## src/rtl/decode_pkg.sv

```systemverilog
// Shared decode types: opcode classes, instruction field positions and the decoded entry layout.
package decode_pkg;

  typedef enum logic [1:0] {
    OP_DP  = 2'b00,
    OP_MEM = 2'b01,
    OP_BR  = 2'b10,
    OP_ILL = 2'b11
  } op_e;

  localparam int COND_MSB  = 31;
  localparam int COND_LSB  = 28;
  localparam int OP_MSB    = 27;
  localparam int OP_LSB    = 26;
  localparam int FUNCT_MSB = 25;
  localparam int FUNCT_LSB = 20;
  localparam int RN_MSB    = 19;
  localparam int RN_LSB    = 16;
  localparam int RD_MSB    = 15;
  localparam int RD_LSB    = 12;
  localparam int RM_MSB    = 3;
  localparam int RM_LSB    = 0;
  localparam int BR_OFF_MSB = 23;

  localparam logic [3:0] REG_PC = 4'hF;

  // Immediate is kept outside the struct so its width can follow the BITS parameter.
  typedef struct packed {
    logic [3:0] cond;
    op_e        op;
    logic [5:0] funct;
    logic [3:0] ra1;
    logic [3:0] ra2;
    logic [3:0] wa3;
    logic       illegal;
  } decoded_t;

endpackage

```

## src/rtl/decode_fields.sv

```systemverilog
// Combinational instruction splitter: fields, per-class register ports and resolved immediate.
// Zero latency, no flow control; sits on the queue write path.
module decode_fields
  import decode_pkg::*;
#(
  parameter int BITS = 32
) (
  input  logic [BITS-1:0] i_instr,
  output decoded_t        o_dec,
  output logic [BITS-1:0] o_imm
);

  op_e w_op;

  assign w_op = op_e'(i_instr[OP_MSB:OP_LSB]);

  always_comb begin
    o_dec         = '0;
    o_dec.cond    = i_instr[COND_MSB:COND_LSB];
    o_dec.op      = w_op;
    o_dec.funct   = i_instr[FUNCT_MSB:FUNCT_LSB];
    o_dec.ra1     = (w_op == OP_BR)  ? REG_PC : i_instr[RN_MSB:RN_LSB];
    // Stores read their data register through the second port.
    o_dec.ra2     = (w_op == OP_MEM) ? i_instr[RD_MSB:RD_LSB] : i_instr[RM_MSB:RM_LSB];
    o_dec.wa3     = i_instr[RD_MSB:RD_LSB];
    o_dec.illegal = (w_op == OP_ILL);
  end

  always_comb begin
    o_imm = '0;
    case (w_op)
      OP_DP:   o_imm = {{(BITS-8){1'b0}}, i_instr[7:0]};
      OP_MEM:  o_imm = {{(BITS-12){1'b0}}, i_instr[11:0]};
      OP_BR:   o_imm = {{(BITS-26){i_instr[BR_OFF_MSB]}}, i_instr[BR_OFF_MSB:0], 2'b00};
      default: o_imm = '0;
    endcase
  end

endmodule

```

## src/rtl/decode_stage.sv

```systemverilog
// Registered decode stage: decodes on push, queues DEPTH entries, presents the head one cycle later.
// Optional DECODE_PERF_EN adds a saturating stall counter on stall_cnt_o (tied to 0 otherwise).
module decode_stage
  import decode_pkg::*;
#(
  parameter int BITS  = 32,
  parameter int DEPTH = 2
) (
  input  logic            clk,
  input  logic            rst_n,
  input  logic            flush_i,
  input  logic            instr_valid_i,
  input  logic [BITS-1:0] instr_i,
  output logic            instr_ready_o,
  output logic            out_valid_o,
  input  logic            out_ready_i,
  output logic [1:0]      op_o,
  output logic [5:0]      funct_o,
  output logic [3:0]      cond_o,
  output logic [3:0]      ra1_o,
  output logic [3:0]      ra2_o,
  output logic [3:0]      wa3_o,
  output logic [BITS-1:0] imm_o,
  output logic            illegal_o,
  output logic [31:0]     stall_cnt_o
);

  localparam int PTR_W = $clog2(DEPTH);
  localparam int CNT_W = $clog2(DEPTH + 1);

  decoded_t        r_mem     [DEPTH];
  logic [BITS-1:0] r_imm_mem [DEPTH];
  logic [PTR_W-1:0] r_wr_ptr, r_rd_ptr;
  logic [CNT_W-1:0] r_count;
  decoded_t        r_last_dec;
  logic [BITS-1:0] r_last_imm;

  decoded_t        w_dec, w_head_dec;
  logic [BITS-1:0] w_imm, w_head_imm;
  logic            w_full, w_empty, w_push, w_pop;

  decode_fields #(.BITS(BITS)) u_fields (
    .i_instr (instr_i),
    .o_dec   (w_dec),
    .o_imm   (w_imm)
  );

  assign w_full  = (r_count == CNT_W'(DEPTH));
  assign w_empty = (r_count == '0);
  assign w_push  = instr_valid_i && !w_full && !flush_i;
  assign w_pop   = !w_empty && out_ready_i && !flush_i;

  always_ff @(posedge clk or negedge rst_n) begin
    if (!rst_n) begin
      r_wr_ptr <= '0;
      r_rd_ptr <= '0;
      r_count  <= '0;
      for (int i = 0; i < DEPTH; i++) begin
        r_mem[i]     <= '0;
        r_imm_mem[i] <= '0;
      end
    end else if (flush_i) begin
      r_wr_ptr <= '0;
      r_rd_ptr <= '0;
      r_count  <= '0;
    end else begin
      if (w_push) begin
        r_mem[r_wr_ptr]     <= w_dec;
        r_imm_mem[r_wr_ptr] <= w_imm;
        r_wr_ptr            <= r_wr_ptr + PTR_W'(1);
      end
      if (w_pop) r_rd_ptr <= r_rd_ptr + PTR_W'(1);
      case ({w_push, w_pop})
        2'b10:   r_count <= r_count + CNT_W'(1);
        2'b01:   r_count <= r_count - CNT_W'(1);
        default: r_count <= r_count;
      endcase
    end
  end

  // When empty the outputs show the most recent head rather than a stale slot.
  assign w_head_dec = w_empty ? r_last_dec : r_mem[r_rd_ptr];
  assign w_head_imm = w_empty ? r_last_imm : r_imm_mem[r_rd_ptr];

  always_ff @(posedge clk or negedge rst_n) begin
    if (!rst_n) begin
      r_last_dec <= '0;
      r_last_imm <= '0;
    end else begin
      r_last_dec <= w_head_dec;
      r_last_imm <= w_head_imm;
    end
  end

  assign instr_ready_o = !w_full;
  assign out_valid_o   = !w_empty;
  assign op_o          = w_head_dec.op;
  assign funct_o       = w_head_dec.funct;
  assign cond_o        = w_head_dec.cond;
  assign ra1_o         = w_head_dec.ra1;
  assign ra2_o         = w_head_dec.ra2;
  assign wa3_o         = w_head_dec.wa3;
  assign illegal_o     = w_head_dec.illegal;
  assign imm_o         = w_head_imm;

`ifdef DECODE_PERF_EN
  logic [31:0] r_stall_cnt;

  always_ff @(posedge clk or negedge rst_n) begin
    if (!rst_n) begin
      r_stall_cnt <= '0;
    end else if (instr_valid_i && w_full && (r_stall_cnt != 32'hFFFF_FFFF)) begin
      r_stall_cnt <= r_stall_cnt + 32'd1;
    end
  end

  assign stall_cnt_o = r_stall_cnt;
`else
  assign stall_cnt_o = 32'd0;
`endif

endmodule

```

## config.mk

```make
export PLATFORM = sky130hd
export DESIGN_NAME = decode_stage
export DESIGN_NICKNAME = d
export VERILOG_FILES = /design/src/rtl/decode_pkg.sv /design/src/rtl/decode_fields.sv /design/src/rtl/decode_stage.sv
export SDC_FILE = /design/constraint.sdc
export NUM_CORES = 1
export LEC_CHECK = 0
export BUFFER_PORTS_ARGS = -buffer_cell sky130_fd_sc_hd__buf_2
export CAP_MARGIN = 5
export CORE_MARGIN = 1.5
export CORE_UTILIZATION = 55
export DETAILED_ROUTE_END_ITERATION = 10
export GPL_ROUTABILITY_DRIVEN = 0
export GPL_TIMING_DRIVEN = 0
export HOLD_SLACK_MARGIN = 0.15
export PLACE_DENSITY = 0.78
export SKIP_LAST_GASP = 1
export SLEW_MARGIN = 5
export SYNTH_ARGS = -nofsm -noshare
export SYNTH_HDL_FRONTEND = slang
export SYNTH_HIERARCHICAL = 1
export SYNTH_SLANG_ARGS = --single-unit
```

## constraint.sdc

```tcl
create_clock -name clk -period 3.6 [get_ports clk]
set_clock_uncertainty 0.1 [all_clocks]
set_input_delay 1.08 -clock clk [delete_from_list [all_inputs] [get_ports clk]]
set_output_delay 1.08 -clock clk [all_outputs]
set_load 0.01 [all_outputs]
```

==> metrics.txt <==
fin util 66.4%; Initial Util 56.3%; Max Freq 293 MHz; Clock Sinks about 180; Worst Tran Pin Value 0.797 ns; Root Buffer clkbuf_16; Crit-path slowest cell clkbuf_1; outcome finished, final reports clean; RSZ-0062 raised after global routing no; TritonCTS buffer count 17; layout cells sized above 1 38.5%; Die Y 122 um; max cap viols 0; row cnt 43; via count 5029; synthesis-to-layout area growth 17.9%; most frequent CP cell clkbuf_1; CP Capture Type output pin; critical path's top delay family buffers and inverters; count of final setup violators 0; most frequent cell after synthesis dfrtp_1; Routed WL 16800 um; n_diodes 0; Die Area 14900 sq um; slowest stage delay, CP 0.64 ns; initial antenna violation count 0; final hold vios 0; CP Cell Sequence clkbuf_1 -> clkbuf_1 -> mux2i_1 -> a21oi_1 -> buf_2; syn_area_per_cell 12.8 sq um; Detailed Place HPWL 11500 um; gate count of the mapped netlist 610; setup TNS 0 ns; nets@finish 786; dominant cell type by area after synthesis dfrtp_1; fill count 1030; clock latency on the worst-skew pair around 0.43 ns; Yosys cell types 29; Placement Cell Area about 8600 sq um; WL/cell roughly 18 um; DRT antenna net count 0; Req. time, crit path around 2.4 ns; total gr overflow 0; Synth Cell Area slightly below 8000 sq um; DRC 0; Pleak between 4 and 5 nW; Synth top cells by count dfrtp_1 (175), mux2_2 (84), a21oi_1 (61); via/cell ratio 5.34; Arr. time, crit path 2.24 ns; IO Count 128; die width 122 um; Peak VDD IR 385 uV; gr usage total 23.8%; worst path bufs/invs 3; CTS max path bufs 2; H-tree level count 4; Post-synth EDFFs 0; top-area cell type share of the netlist area 56.0%; Final Cycle Share approximately 95%; drt first pass iters 4; Core Area 13900 sq um; Port Buf Inserts 89; Ys Warns 6; largest net degree at the start of global routing 125; register area 4380 sq um; Most used DFF post-synth dfrtp_1; Slew Limit Fails 0; area occupied by multi-input gates 2910 sq um; CTS clk-pin slew, worst paths 0.06 ns; Synth area leaders dfrtp_1 (56%), mux2_2 (12%), mux2i_1 (7.4%); Finished Cell Area ~9200 sq um; classification of the worst-slack hold path reg2reg; Setup crit start kind flip-flop; initial DRC count between 200 and 300; Tmin final 3.42 ns; slew margin rel. 46.9%; vias in the first global route roughly 5200; post-synthesis async set-or-reset flop share 100%; CTS Hold Bufs 0; CTS tree built; Critical Setup Path Class reg2out; #FFs+latches synth 175; PD cells 607 nW/um^2; Seq/Total Area, Yosys roughly 56%; first-pass GRT wire length 26500 um; peak fanout along the critical path 10
==> stage by stage <==
| stage | total power, mW | setup slack [ns] | hold slack, ns | cells |
|---|---|---|---|---|
| 2_1_floorplan | 3.36 | 0.974 | 0.357 | 641 |
| 3_3_place_gp | 3.73 | -1.13 | 0.366 | 910 |
| 3_5_place_dp | 3.82 | 0.453 | 0.374 | 911 |
| 4_1_cts | 5.63 | 0.00350 | 0.388 | 942 |
| 5_1_grt | 5.87 | 0.0262 | 0.398 | 941 |
| 6_report | 5.60 | 0.184 | 0.386 | 941 |
==> cell type report <==
| cell class | instances | share of cell area [%] |
|---|---|---|
| Buffer | 89 | 6.89 |
| Clock buffer | 26 | 5.41 |
| Clock inverter | 5 | 0.855 |
| Inverter | 3 | 0.122 |
| Multi-Input combinational cell | 373 | 31.5 |
| Sequential cell | 175 | 47.5 |
| Tap cell | 180 | 2.44 |
| Timing Repair Buffer | 90 | 5.24 |
==> worst paths after layout <==
check                            from            end  slack [ns]  cells past startpoint
min                         r_mem[32]      r_mem[32]        0.39                      1
max reg2reg                r_count[1]      r_mem[41]        1.66                      5
min reg2reg                 r_mem[32]      r_mem[32]        0.39                      1
min in group asynchronous       rst_n  r_last_dec[7]        0.44                      1
max in group asynchronous       rst_n  r_last_dec[0]        2.04                      2
max                          r_rd_ptr       wa3_o[2]        0.18                      5
==> metal layers <==
| metal | global-route usage [%] | part of all wire [%] | wire [um] | vias to the layer above |
|---|---|---|---|---|
| li1 | - | - | - | 2292 |
| met1 | 30.4 | 43 | 7210 | 2545 |
| met2 | 39.7 | 50 | 8350 | 160 |
| met3 | 5.76 | 5.1 | 855 | 32 |
| met4 | 8.87 | 2.0 | 342 | 0 |
| met5 | 0 | 0 | 0 | - |
==> cell usage in the layout, fill, tap and decap left out, types with 2 or more instances in the layout <==
cell type	netlist	layout
bufinv_16	0	2
or2_2	2	2
conb_1	1	32
nor2b_1	3	3
mux2_1	30	30
a22o_1	10	10
nor2_1	58	58
inv_2	2	2
o21ai_0	2	2
mux2_4	4	4
clkbuf_8	0	4
buf_4	57	57
mux2i_1	58	58
clkbuf_2	0	3
nor2b_4	2	2
clkbuf_16	0	17
a21oi_1	61	61
buf_6	9	9
dfrtp_1	175	175
mux2_2	84	84
or2_1	4	4
and2_1	15	15
clkbuf_1	11	12
clkinv_2	0	2
buf_2	13	101
==> power breakdown <==
part / switching [mW] / leakage, nW / internal, mW / total (mW)
clock network: 0.726 / 0.284 / 1.09 / 1.82
logic: 0.632 / 1.94 / 0.561 / 1.19
registers: 0.190 / 2.15 / 2.40 / 2.59
total: 1.55 / 4.38 / 4.05 / 5.60
==> registers in the layout, indices dropped and copies added, names as in the netlist <==
register    count
r_wr_ptr        1
r_last_dec     25
r_count         2
r_last_imm     32
r_mem          50
r_imm_mem      64
r_rd_ptr        1
==> timing repair <==
item,CTS,global route
cloned,0,0
endpoints found under the setup margin,3,49
gates resized for setup,2,2
buffers inserted,0,0
==> kinds of logic (layout without fill, tap and decap cells) <==
group,Yosys count,in the layout,share of synthesized area (%)
multiplexers,176,176,24.6
XOR/XNOR,1,1,0.112
buffers and inverters,93,213,8.27
other,1,32,0.0480
AO/OA/AOI/OAI,75,75,5.34
AND/OR/NAND/NOR,89,89,5.60
flip-flops,175,175,56.0
Note: power is estimated with default switching activity, not from simulation.
